**src/rtl/istisna_denetleyici.sv**
```systemverilog
// Trap/MRET sequencer: walks the CSR unit through mstatus/mepc/mcause/mtvec accesses one per cycle.
// Optional trap counter enabled with `define ISTISNA_SAYAC_EN.
module istisna_denetleyici #(
    parameter logic [1:0] MPP_DEGER = 2'b11
) (
    input  logic        clk_i,
    input  logic        rst_i,
    input  logic        istisna_i,
    input  logic [3:0]  sebep_i,
    input  logic [31:1] ps_i,
    input  logic        mret_i,
    output logic [11:0] csr_adr_o,
    output logic        csr_yaz_o,
    output logic [31:0] csr_veri_o,
    input  logic [31:0] csr_deger_i,
    output logic        mesgul_o,
    output logic        ps_gecerli_o,
    output logic [31:1] ps_yeni_o,
    output logic [31:0] istisna_sayisi_o
);
    localparam logic [3:0] BOSTA         = 4'd0;
    localparam logic [3:0] T_MSTATUS_OKU = 4'd1;
    localparam logic [3:0] T_MEPC_YAZ    = 4'd2;
    localparam logic [3:0] T_MCAUSE_YAZ  = 4'd3;
    localparam logic [3:0] T_MSTATUS_YAZ = 4'd4;
    localparam logic [3:0] T_MTVEC_OKU   = 4'd5;
    localparam logic [3:0] R_MSTATUS_OKU = 4'd6;
    localparam logic [3:0] R_MSTATUS_YAZ = 4'd7;
    localparam logic [3:0] R_MEPC_OKU    = 4'd8;
    localparam logic [3:0] YONLENDIR     = 4'd9;

    localparam logic [11:0] ADR_MSTATUS = 12'h300;
    localparam logic [11:0] ADR_MTVEC   = 12'h305;
    localparam logic [11:0] ADR_MEPC    = 12'h341;
    localparam logic [11:0] ADR_MCAUSE  = 12'h342;

    logic [3:0]  durum;
    logic [3:0]  sebep_r;
    logic [31:1] ps_r;
    logic [31:0] mstatus_r;
    logic [31:1] hedef_r;
    logic [31:0] mstatus_tuzak;
    logic [31:0] mstatus_donus;
    logic        unused_ok;

    assign unused_ok = csr_deger_i[0];

    always_ff @(posedge clk_i or posedge rst_i) begin
        if (rst_i) begin
            durum     <= BOSTA;
            sebep_r   <= '0;
            ps_r      <= '0;
            mstatus_r <= '0;
            hedef_r   <= '0;
        end else begin
            case (durum)
                BOSTA: begin
                    // Exception wins over a simultaneous MRET; the MRET is dropped.
                    if (istisna_i) begin
                        sebep_r <= sebep_i;
                        ps_r    <= ps_i;
                        durum   <= T_MSTATUS_OKU;
                    end else if (mret_i) begin
                        durum   <= R_MSTATUS_OKU;
                    end
                end
                T_MSTATUS_OKU: begin
                    mstatus_r <= csr_deger_i;
                    durum     <= T_MEPC_YAZ;
                end
                T_MEPC_YAZ:    durum <= T_MCAUSE_YAZ;
                T_MCAUSE_YAZ:  durum <= T_MSTATUS_YAZ;
                T_MSTATUS_YAZ: durum <= T_MTVEC_OKU;
                T_MTVEC_OKU: begin
                    hedef_r <= {csr_deger_i[31:2], 1'b0};
                    durum   <= YONLENDIR;
                end
                R_MSTATUS_OKU: begin
                    mstatus_r <= csr_deger_i;
                    durum     <= R_MSTATUS_YAZ;
                end
                R_MSTATUS_YAZ: durum <= R_MEPC_OKU;
                R_MEPC_OKU: begin
                    hedef_r <= csr_deger_i[31:1];
                    durum   <= YONLENDIR;
                end
                default:       durum <= BOSTA;
            endcase
        end
    end

    always_comb begin
        mstatus_tuzak        = mstatus_r;
        mstatus_tuzak[7]     = mstatus_r[3];
        mstatus_tuzak[3]     = 1'b0;
        mstatus_tuzak[12:11] = MPP_DEGER;
        mstatus_donus        = mstatus_r;
        mstatus_donus[3]     = mstatus_r[7];
        mstatus_donus[7]     = 1'b1;
    end

    always_comb begin
        csr_adr_o  = '0;
        csr_yaz_o  = 1'b0;
        csr_veri_o = '0;
        case (durum)
            T_MSTATUS_OKU, R_MSTATUS_OKU: csr_adr_o = ADR_MSTATUS;
            T_MEPC_YAZ: begin
                csr_adr_o  = ADR_MEPC;
                csr_yaz_o  = 1'b1;
                csr_veri_o = {ps_r, 1'b0};
            end
            T_MCAUSE_YAZ: begin
                csr_adr_o  = ADR_MCAUSE;
                csr_yaz_o  = 1'b1;
                csr_veri_o = {28'b0, sebep_r};
            end
            T_MSTATUS_YAZ: begin
                csr_adr_o  = ADR_MSTATUS;
                csr_yaz_o  = 1'b1;
                csr_veri_o = mstatus_tuzak;
            end
            R_MSTATUS_YAZ: begin
                csr_adr_o  = ADR_MSTATUS;
                csr_yaz_o  = 1'b1;
                csr_veri_o = mstatus_donus;
            end
            T_MTVEC_OKU: csr_adr_o = ADR_MTVEC;
            R_MEPC_OKU:  csr_adr_o = ADR_MEPC;
            default: ;
        endcase
    end

    assign mesgul_o     = (durum != BOSTA);
    assign ps_gecerli_o = (durum == YONLENDIR);
    assign ps_yeni_o    = hedef_r;

`ifdef ISTISNA_SAYAC_EN
    logic [31:0] sayac;

    // A trap counts once its mstatus write has been issued.
    always_ff @(posedge clk_i or posedge rst_i) begin
        if (rst_i)
            sayac <= '0;
        else if (durum == T_MSTATUS_YAZ)
            sayac <= sayac + 32'd1;
    end

    assign istisna_sayisi_o = sayac;
`else
    assign istisna_sayisi_o = '0;
`endif

endmodule

```
**config.mk**
```make
export PLATFORM = sky130hd
export DESIGN_NAME = istisna_denetleyici
export DESIGN_NICKNAME = d
export VERILOG_FILES = /design/src/rtl/istisna_denetleyici.sv
export SDC_FILE = /design/constraint.sdc
export NUM_CORES = 1
export LEC_CHECK = 0
export CORE_ASPECT_RATIO = 0.7
export CORE_MARGIN = 2
export CORE_UTILIZATION = 49
export DETAILED_ROUTE_END_ITERATION = 6
export PLACE_DENSITY = 0.93
export SYNTH_ARGS = -nofsm -noshare
export SYNTH_HDL_FRONTEND = slang
export SYNTH_SLANG_ARGS = --single-unit
```
**constraint.sdc**
```tcl
create_clock -name clk_i -period 5.7 [get_ports clk_i]
set_input_delay 1.71 -clock clk_i [delete_from_list [all_inputs] [get_ports clk_i]]
set_output_delay 1.71 -clock clk_i [all_outputs]
set_load 0.05 [all_outputs]
```
==> impl_metrics.toml, run 1 <==
[logic_synthesis]
async_reset_ff_share_pct = 100
synth_edf_count = 0
netlist-cell-type-count = 41
synthesis.instances = 348
synthFlopType = "sky130_fd_sc_hd__dfrtp_1"
synth-seq-cells = 102
synth-seq-area-share_pct = 50.7
syn-mean-instance-area_um2 = 14.5
synth_warnings = 0
post_synth_instance_area_um2 = 5030

[floorplan]
number_of_standard_cell_rows_in_the_floorplan = 30
floorplan.die.height_um = 88.8
core_region_area_um2 = 9830
die-area_um2 = 11100
die_width_um = 125
design.portCount = 181
start_util_pct = 51.2

[clocking]
clkTransAtPathRegs_ns = 0.07
maximum_root_to_sink_buffer_count = 2
post_cts_resized = 0
cts_tree = "built"
clockRootBuffer = "sky130_fd_sc_hd__clkbuf_16"
htree_num_levels = 3
total_clock_sinks = 102
post_cts_hold_buffer_count = 0
tritoncts.num_buffers = 9
worstSkewPairLatency_ns = 0.34
post-cts-setup-buffer-count = 0

[placed_design]
place_congestion = 0.796
hpwl_um = 8350
io_buffers = 142

[finish]
number_of_antenna_repair_diodes = 0
layout.cells.most_common_list = "sky130_fd_sc_hd__clkdlybuf4s50_1, sky130_fd_sc_hd__dfrtp_1, sky130_fd_sc_hd__mux2_4, sky130_fd_sc_hd__mux2_2, sky130_fd_sc_hd__conb_1"
post_route_cells_drive_above_1_share_pct = 26.4
layout.cells.most_common = "sky130_fd_sc_hd__clkdlybuf4s50_1"
flow.area_growth_from_synthesis_pct = 31.2
nFillCells = 724
layout.nets = 555

[timing]
maxClockFrequency_mhz = 195
final_max_slew_viol_count = 0
setup_repair_after_global_routing_missed_its_margin = "no"
period_share_pct = 89.8
period_minus_slack_ns = 5.12
timing.final.hold_violations = 0
summed_negative_setup_slack_over_all_endpoints_ns = 0
worst_slew_margin_rel_pct = 34.5
setup_viol = 0
fin_skew_ns = 0.0112
max_slew.worst_pin.slew_ns = 0.982

[min_path]
worstHoldStart = "ps_r[29]"
hold-path-endpoint = "ps_r[29]"
hold_path_class = "reg -> reg"
hold-path-cell-count = 1

[setup_path]
crit_path_kind = "reg -> out"
cp-start-kind = "flip-flop"
timing.critical_path.to_type = "primary output"
cp_data_required_time_ns = 3.99
rr_worst_depth = 4
r2r-start = "durum[3]"
reg2reg_to = "mstatus_r[14]"
timing.critical_path.slowest_stage_cell = "sky130_fd_sc_hd__dfrtp_1"
worst_path_largest_cell_delay_ns = 0.85
worst-endpoint-arrival_ns = 3.41
timing.reg2reg.setup_slack_ns = 2.98
path_max_fanout = 20
worstPathCellList = "inv_1 -> nor3_4 -> buf_4 -> a22o_1 -> clkdlybuf4s50_1"

[detailed_routing]
route.detailed.drc = 0
drtPass1Iterations = 4
route.final.wire_length_um = 11700
drtIter0Drc = 151
via_count = 3227
vias_per_cell = 5.23
drt-wirelength-per-cell_um = 19.0
post_route_ant_nets = 0

[job]
drv_cap = 0

[global_routing]
first_global_vias = 3378
overflow = 0
global_route_wire_length_before_repair_um = 18400
globalRouteTotalUtil_pct = 21.5
grt_start_max_net_pins = 70
antenna_violations_before_repair = 0

[run_status]
run_status = "completed"
==> registers in the layout, indices dropped and copies added, names as in the netlist <==
register,count
mstatus_r,32
sebep_r,4
durum,4
ps_r,31
ps_yeni_o,31
==> Yosys cell counts, drive strengths merged, types with 3 or more instances <==
master  number  area [um2]
a31oi        4        40.0
o21ai        5        25.0
a21oi        5        25.0
nand4        3        18.8
nor3         4        31.3
dfrtp      102        2550
nor2         6        32.5
mux2        98        1330
clkbuf       3        21.3
a22o        26         228
buf         57         454
nor4b        4        71.3
nand3        6        35.0
inv          4        15.0
==> worst max-delay path, delay by kind of cell, from the launching register on <==
kind | cells | cell delay, ns
compound gates | 1 | 0.17
simple gates | 1 | 0.65
flops | 1 | 0.85
buf+inv | 3 | 1.39
==> per-stage QoR <==
stage / hold slack [ns] / instance area [um2] / cells / util [%] / worst slack (ns)
4_1_cts: 0.512 / 6610 / 617 / 67.2 / 0.552
2_1_floorplan: 0.470 / 5170 / 385 / - / 1.31
5_1_grt: 0.523 / 6610 / 617 / 67.2 / 0.367
3_5_place_dp: 0.494 / 6330 / 601 / 64.3 / 0.946
6_report: 0.509 / 6610 / 617 / 67.2 / 0.584
3_3_place_gp: 0.480 / 6330 / 601 / 64.3 / 1.08
==> routing by layer <==
layer | wire length, um | GRT usage (%) | up-vias
met5 | 0 | 0 | -
met4 | 161 | 5.86 | 0
met3 | 935 | 7.80 | 22
met2 | 5710 | 35.9 | 132
met1 | 4920 | 26.9 | 1630
li1 | - | - | 1443
==> worst max path at each step <==
stage                         from        endpoint  cells after the start
after floorplan              rst_i        durum[0]                      1
after global placement    durum[2]  csr_veri_o[24]                      5
after detailed placement  durum[2]  csr_veri_o[29]                      5
after CTS                 durum[2]  csr_veri_o[29]                      5
after global routing      durum[2]  csr_veri_o[29]                      5
final                     durum[2]  csr_veri_o[29]                      5
==> final cells by class <==
type                    count  area [um2]  share of cell area, %
clock buffers              10         229                   3.47
clock inverters             6        51.3                  0.776
inverters                   4        17.5                  0.265
multi-input cells         219        2130                   32.2
flip-flops and latches    102        2550                   38.6
well taps                 128         160                   2.42
repair buffers            148        1470                   22.2
==> cell families (layout without fill, tap and decap cells) <==
group           count (synthesis)  count (layout)  synth area share [%]
other cells                     1              38                0.0745
simple gates                   36              36                  5.57
buf+inv                        64             168                  9.74
xor+xnor                        2               2                 0.348
mux                            98              98                  26.4
flops                         102             102                  50.7
compound gates                 45              45                  7.18
Power of run 1 is left out: the tool's default activity adds up to more than one toggle a clock period on the data nets, which glitch-free logic cannot reach.
==> inputs of run 2 (changes only) <==
--- a/config.mk
+++ b/config.mk
@@ -7,9 +7,11 @@
 export LEC_CHECK = 0
 export CORE_ASPECT_RATIO = 0.7
 export CORE_MARGIN = 2
-export CORE_UTILIZATION = 49
+export CORE_UTILIZATION = 50
 export DETAILED_ROUTE_END_ITERATION = 6
-export PLACE_DENSITY = 0.93
+export DONT_BUFFER_PORTS = 1
+export PLACE_DENSITY = 0.71
+export REMOVE_ABC_BUFFERS = 1
 export SYNTH_ARGS = -nofsm -noshare
 export SYNTH_HDL_FRONTEND = slang
 export SYNTH_SLANG_ARGS = --single-unit
==> run 2 against run 1 <==
Utilization shrank 14 points. Routed wire length down 15%. Non-clock buffer count fell by 140. Count of clock-buffer cells in the layout unchanged. Worst setup slack better by 0.81 ns. Flip-flop and latch count is the same. Critical path depth fell by 1. Die area shrank 1.9%. Fmax rose by 19%. Clock skew decreased by 0.0066 ns. Final area fell by 21%. First-iteration DRC count is 16% higher. Highest routed layer unchanged.
==> impl_metrics.toml, run 2 (synthesized netlist as in run 1, its figures left out) <==
[detailed_routing]
drt-wirelength-per-cell_um = 21.0
route.detailed.drc = 0
vias_per_cell = 5.63
via_count = 2684
route.final.wire_length_um = 10000
post_route_ant_nets = 0
drtPass1Iterations = 6
drtIter0Drc = 175

[global_routing]
grt_start_max_net_pins = 57
grtUsageMet2_pct = 28.1
globalRouteTotalUtil_pct = 18.6
overflow = 0
first_global_vias = 2772
global_route_wire_length_before_repair_um = 15100
most_heavily_used_metal_layer_in_global_routing = "met2"
antenna_violations_before_repair = 1
grt.met3_usage_pct = 8.40
gr-usage-met1_pct = 24.6

[timing]
summed_negative_setup_slack_over_all_endpoints_ns = 0
worst_slew_margin_rel_pct = 18.5
period_share_pct = 75.5
timing.final.hold_violations = 0
max_slew.worst_pin.slew_ns = 1.22
fin_skew_ns = 0.00455
period_minus_slack_ns = 4.30
maxClockFrequency_mhz = 232
setup_repair_after_global_routing_missed_its_margin = "no"
final_max_slew_viol_count = 0
setup_viol = 0

[finish]
number_of_antenna_repair_diodes = 0
largest_register_ffs = 32
layout.cells.most_common = "sky130_fd_sc_hd__dfrtp_1"
registers.top_by_ff_count = "mstatus_r"
post_route_cells_drive_above_1_share_pct = 38.1
flow.area_growth_from_synthesis_pct = 3.90
layout.nets = 415
layout.cells.most_common_list = "sky130_fd_sc_hd__dfrtp_1, sky130_fd_sc_hd__mux2_4, sky130_fd_sc_hd__mux2_2, sky130_fd_sc_hd__conb_1, sky130_fd_sc_hd__a22o_1"

[min_path]
worstHoldStart = "ps_r[2]"
hold_path_class = "reg -> reg"

[clocking]
tritoncts.num_buffers = 9
clkTransAtPathRegs_ns = 0.07
post_cts_resized = 0
total_clock_sinks = 102
post_cts_hold_buffer_count = 0
clockRootBuffer = "sky130_fd_sc_hd__clkbuf_16"
maximum_root_to_sink_buffer_count = 2
post-cts-setup-buffer-count = 0
htree_num_levels = 3
cts_tree = "built"
worstSkewPairLatency_ns = 0.33

[setup_path]
worst-endpoint-arrival_ns = 2.59
timing.critical_path.to_type = "primary output"
path_max_fanout = 28
worstPathCellList = "inv_1 -> nor3_4 -> buf_4 -> a22o_1"
reg2reg_to = "mstatus_r[30]"
cp_num_cells = 4
timing.critical_path.slowest_stage_cell = "sky130_fd_sc_hd__dfrtp_1"
worstSetupEndpoint = "csr_veri_o[23]"
timing.critical_path.max_delay_family = "flip-flops"
rr_worst_depth = 4
worst_path_largest_cell_delay_ns = 0.89
cp_data_required_time_ns = 3.99
critical_path_buf_inv_count = 2
cp-start-kind = "flip-flop"
crit_path_kind = "reg -> out"
r2r-start = "durum[3]"
critical_path.startpoint = "durum[2]"
timing.reg2reg.setup_slack_ns = 2.79

[floorplan]
design.portCount = 181
die-area_um2 = 10900
die_width_um = 124
start_util_pct = 51.6
core_region_area_um2 = 9760
number_of_standard_cell_rows_in_the_floorplan = 30
floorplan.die.height_um = 88.0

[placed_design]
place_congestion = 0.825
io_buffers = 0
hpwl_um = 6890

[job]
drv_cap = 0

[run_status]
run_status = "completed"
-- run 2: worst min path at each step --
stage	endpoint	slack [ns]	cells after the start
after floorplan	ps_r[1]	0.47	1
after global placement	ps_r[2]	0.48	1
after detailed placement	ps_r[2]	0.49	1
after CTS	ps_r[2]	0.50	1
after global routing	ps_r[31]	0.51	1
final	ps_r[2]	0.50	1
-- run 2: worst reg2reg max path, delay by kind of cell (launching register included) --
family | cells | cell delay, ns
AOI/OAI and AO/OA | 1 | 0.72
buffers and inverters | 1 | 0.49
DFF | 1 | 0.88
muxes | 1 | 0.40
and+or+nand+nor | 1 | 0.32
-- run 2: cell type report --
class | instances | area, um2
Fill cell | 847 | 4530
Sequential cell | 102 | 2550
Multi-Input combinational cell | 219 | 2140
Clock buffer | 10 | 229
Tap cell | 128 | 160
Clock inverter | 6 | 68.8
Timing Repair Buffer | 8 | 60.1
Inverter | 4 | 17.5
-- run 2: through the flow --
stage	hold slack [ns]	util (%)	instance area [um2]	setup WS, ns	instances
after CTS	0.504	53.6	5230	1.41	477
after floorplan	0.471	-	4700	1.30	325
after global placement	0.481	50.6	4930	1.88	461
after global routing	0.514	53.6	5230	1.25	477
after detailed placement	0.490	50.6	4930	1.78	461
final	0.498	53.6	5230	1.40	477
-- run 2: metal layers --
layer / vias up / routed length (um)
met5: - / 0
li1: 1161 / -
met2: 142 / 4530
met3: 8 / 1160
met1: 1373 / 4280
met4: 0 / 53
Power of run 2 is left out for the same reason.
==> inputs of run 3 (changes only) <==
==> constraint.sdc (replaced) <==
create_clock -name clk_i -period 4.1 [get_ports clk_i]
set_input_delay 1.23 -clock clk_i [delete_from_list [all_inputs] [get_ports clk_i]]
set_output_delay 1.23 -clock clk_i [all_outputs]
set_load 0.05 [all_outputs]
==> run 3 against run 2 <==
Global-route usage is 0.16 points higher. Cell count is 7.1% higher. Hold slack worse by 0.00065 ns. Worst setup slack worse by 1.0 ns. Final area is 5.5% higher. Critical endpoint is now csr_veri_o[5]. Sequential share of layout area is 2.5 points lower. Critical path depth stayed put. First-iteration DRC count is 31% lower. Clock skew is 0.0027 ns higher. Non-clock buffer count is 34 higher. Count of clock-buffer cells in the layout is 1 lower.
==> impl_metrics.toml, run 3 (synthesized netlist as in run 1, its figures left out) <==
[timing]
setup_viol = 0
period_share_pct = 91.2
worst_slew_margin_rel_pct = 31.6
summed_negative_setup_slack_over_all_endpoints_ns = 0
final_max_slew_viol_count = 0
fin_skew_ns = 0.00722
period_minus_slack_ns = 3.74
timing.final.hold_violations = 0
setup_repair_after_global_routing_missed_its_margin = "no"
max_slew.worst_pin.slew_ns = 1.02
maxClockFrequency_mhz = 267

[clocking]
post_cts_resized = 0
post_cts_hold_buffer_count = 0
maximum_root_to_sink_buffer_count = 2
worstSkewPairLatency_ns = 0.34
tritoncts.num_buffers = 9
htree_num_levels = 3
cts_tree = "built"
post-cts-setup-buffer-count = 0
clockRootBuffer = "sky130_fd_sc_hd__clkbuf_16"
clkTransAtPathRegs_ns = 0.07
total_clock_sinks = 102

[finish]
flow.area_growth_from_synthesis_pct = 9.59
post_route_cells_drive_above_1_share_pct = 43.9
layout.cells.most_common = "sky130_fd_sc_hd__dfrtp_1"
layout.cells.most_common_list = "sky130_fd_sc_hd__dfrtp_1, sky130_fd_sc_hd__mux2_4, sky130_fd_sc_hd__buf_4, sky130_fd_sc_hd__mux2_2, sky130_fd_sc_hd__conb_1"
largest_register_ffs = 32
number_of_antenna_repair_diodes = 0
layout.nets = 449
registers.top_by_ff_count = "mstatus_r"

[floorplan]
die-area_um2 = 10900
start_util_pct = 51.6
die_width_um = 124
floorplan.die.height_um = 88.0
core_region_area_um2 = 9760
number_of_standard_cell_rows_in_the_floorplan = 30
design.portCount = 181

[detailed_routing]
drt-wirelength-per-cell_um = 19.6
drtIter0Drc = 121
via_count = 2754
post_route_ant_nets = 0
route.final.wire_length_um = 10000
route.detailed.drc = 0
vias_per_cell = 5.39
drtPass1Iterations = 4

[setup_path]
path_max_fanout = 21
cp_data_required_time_ns = 2.87
cp-start-kind = "flip-flop"
worst-endpoint-arrival_ns = 2.51
timing.critical_path.to_type = "primary output"
crit_path_kind = "reg -> out"

[placed_design]
hpwl_um = 7030
place_congestion = 0.812
io_buffers = 0

[global_routing]
overflow = 0
globalRouteTotalUtil_pct = 18.8
global_route_wire_length_before_repair_um = 15200
grt_start_max_net_pins = 55
antenna_violations_before_repair = 0
first_global_vias = 2859

[min_path]
hold_path_class = "reg -> reg"

[run_status]
run_status = "completed"

[job]
drv_cap = 0
==> run 3: cell count changes in the layout (fill, tap and decap cells not counted) <==
cell                         delta
sky130_fd_sc_hd__inv_8          +1
sky130_fd_sc_hd__clkbuf_1       -1
sky130_fd_sc_hd__buf_12         +2
sky130_fd_sc_hd__clkinvlp_4     +1
sky130_fd_sc_hd__clkinv_4       -1
sky130_fd_sc_hd__buf_4         +32
==> run 3: layout make-up <==
class                           instances  area (um2)
Sequential cell                       102        2550
Multi-Input combinational cell        219        2140
Inverter                                4        17.5
Clock inverter                          7        78.8
Fill cell                             817        4240
Tap cell                              128         160
Timing Repair Buffer                   42         340
Clock buffer                            9         225
==> run 3: path summary, 6_finish.rpt <==
kind | start | end | slack (ns) | cells after the start
max in group asynchronous | rst_i | mstatus_r[26] | 2.55 | 2
worst max register to register | durum[2] | ps_yeni_o[10] | 1.59 | 4
worst min register to register | ps_r[1] | ps_r[1] | 0.50 | 1
min in group asynchronous | rst_i | ps_yeni_o[8] | 0.83 | 1
worst max-delay path | durum[0] | csr_veri_o[5] | 0.36 | 4
worst min-delay path | ps_r[1] | ps_r[1] | 0.50 | 1
==> run 3: per-layer routing <==
metal  vias up  track usage, %  share of wire, %
met5         -               0                 0
met4         0            5.62               1.2
met3        10            8.33               9.8
met2       138            28.6                44
met1      1376            24.5                44
li1       1230               -                 -
==> run 3: critical path: stages (launching register included) <==
cell	delay (ns)
sky130_fd_sc_hd__dfrtp_1	0.64
sky130_fd_sc_hd__nor4b_4	0.79
sky130_fd_sc_hd__buf_4	0.35
sky130_fd_sc_hd__a22o_1	0.18
sky130_fd_sc_hd__buf_4	0.20
==> run 3: through the flow <==
step           hold WS, ns  instances  worst slack [ns]  cell area, um2  util [%]
2_1_floorplan        0.471        325             0.182            4700         -
3_3_place_gp         0.481        495             0.759            5210      53.4
3_5_place_dp         0.485        495             0.702            5210      53.4
4_1_cts              0.500        511             0.302            5520      56.5
5_1_grt              0.519        511             0.158            5520      56.5
6_report             0.497        511             0.361            5520      56.5
Power of run 3 is left out for the same reason.
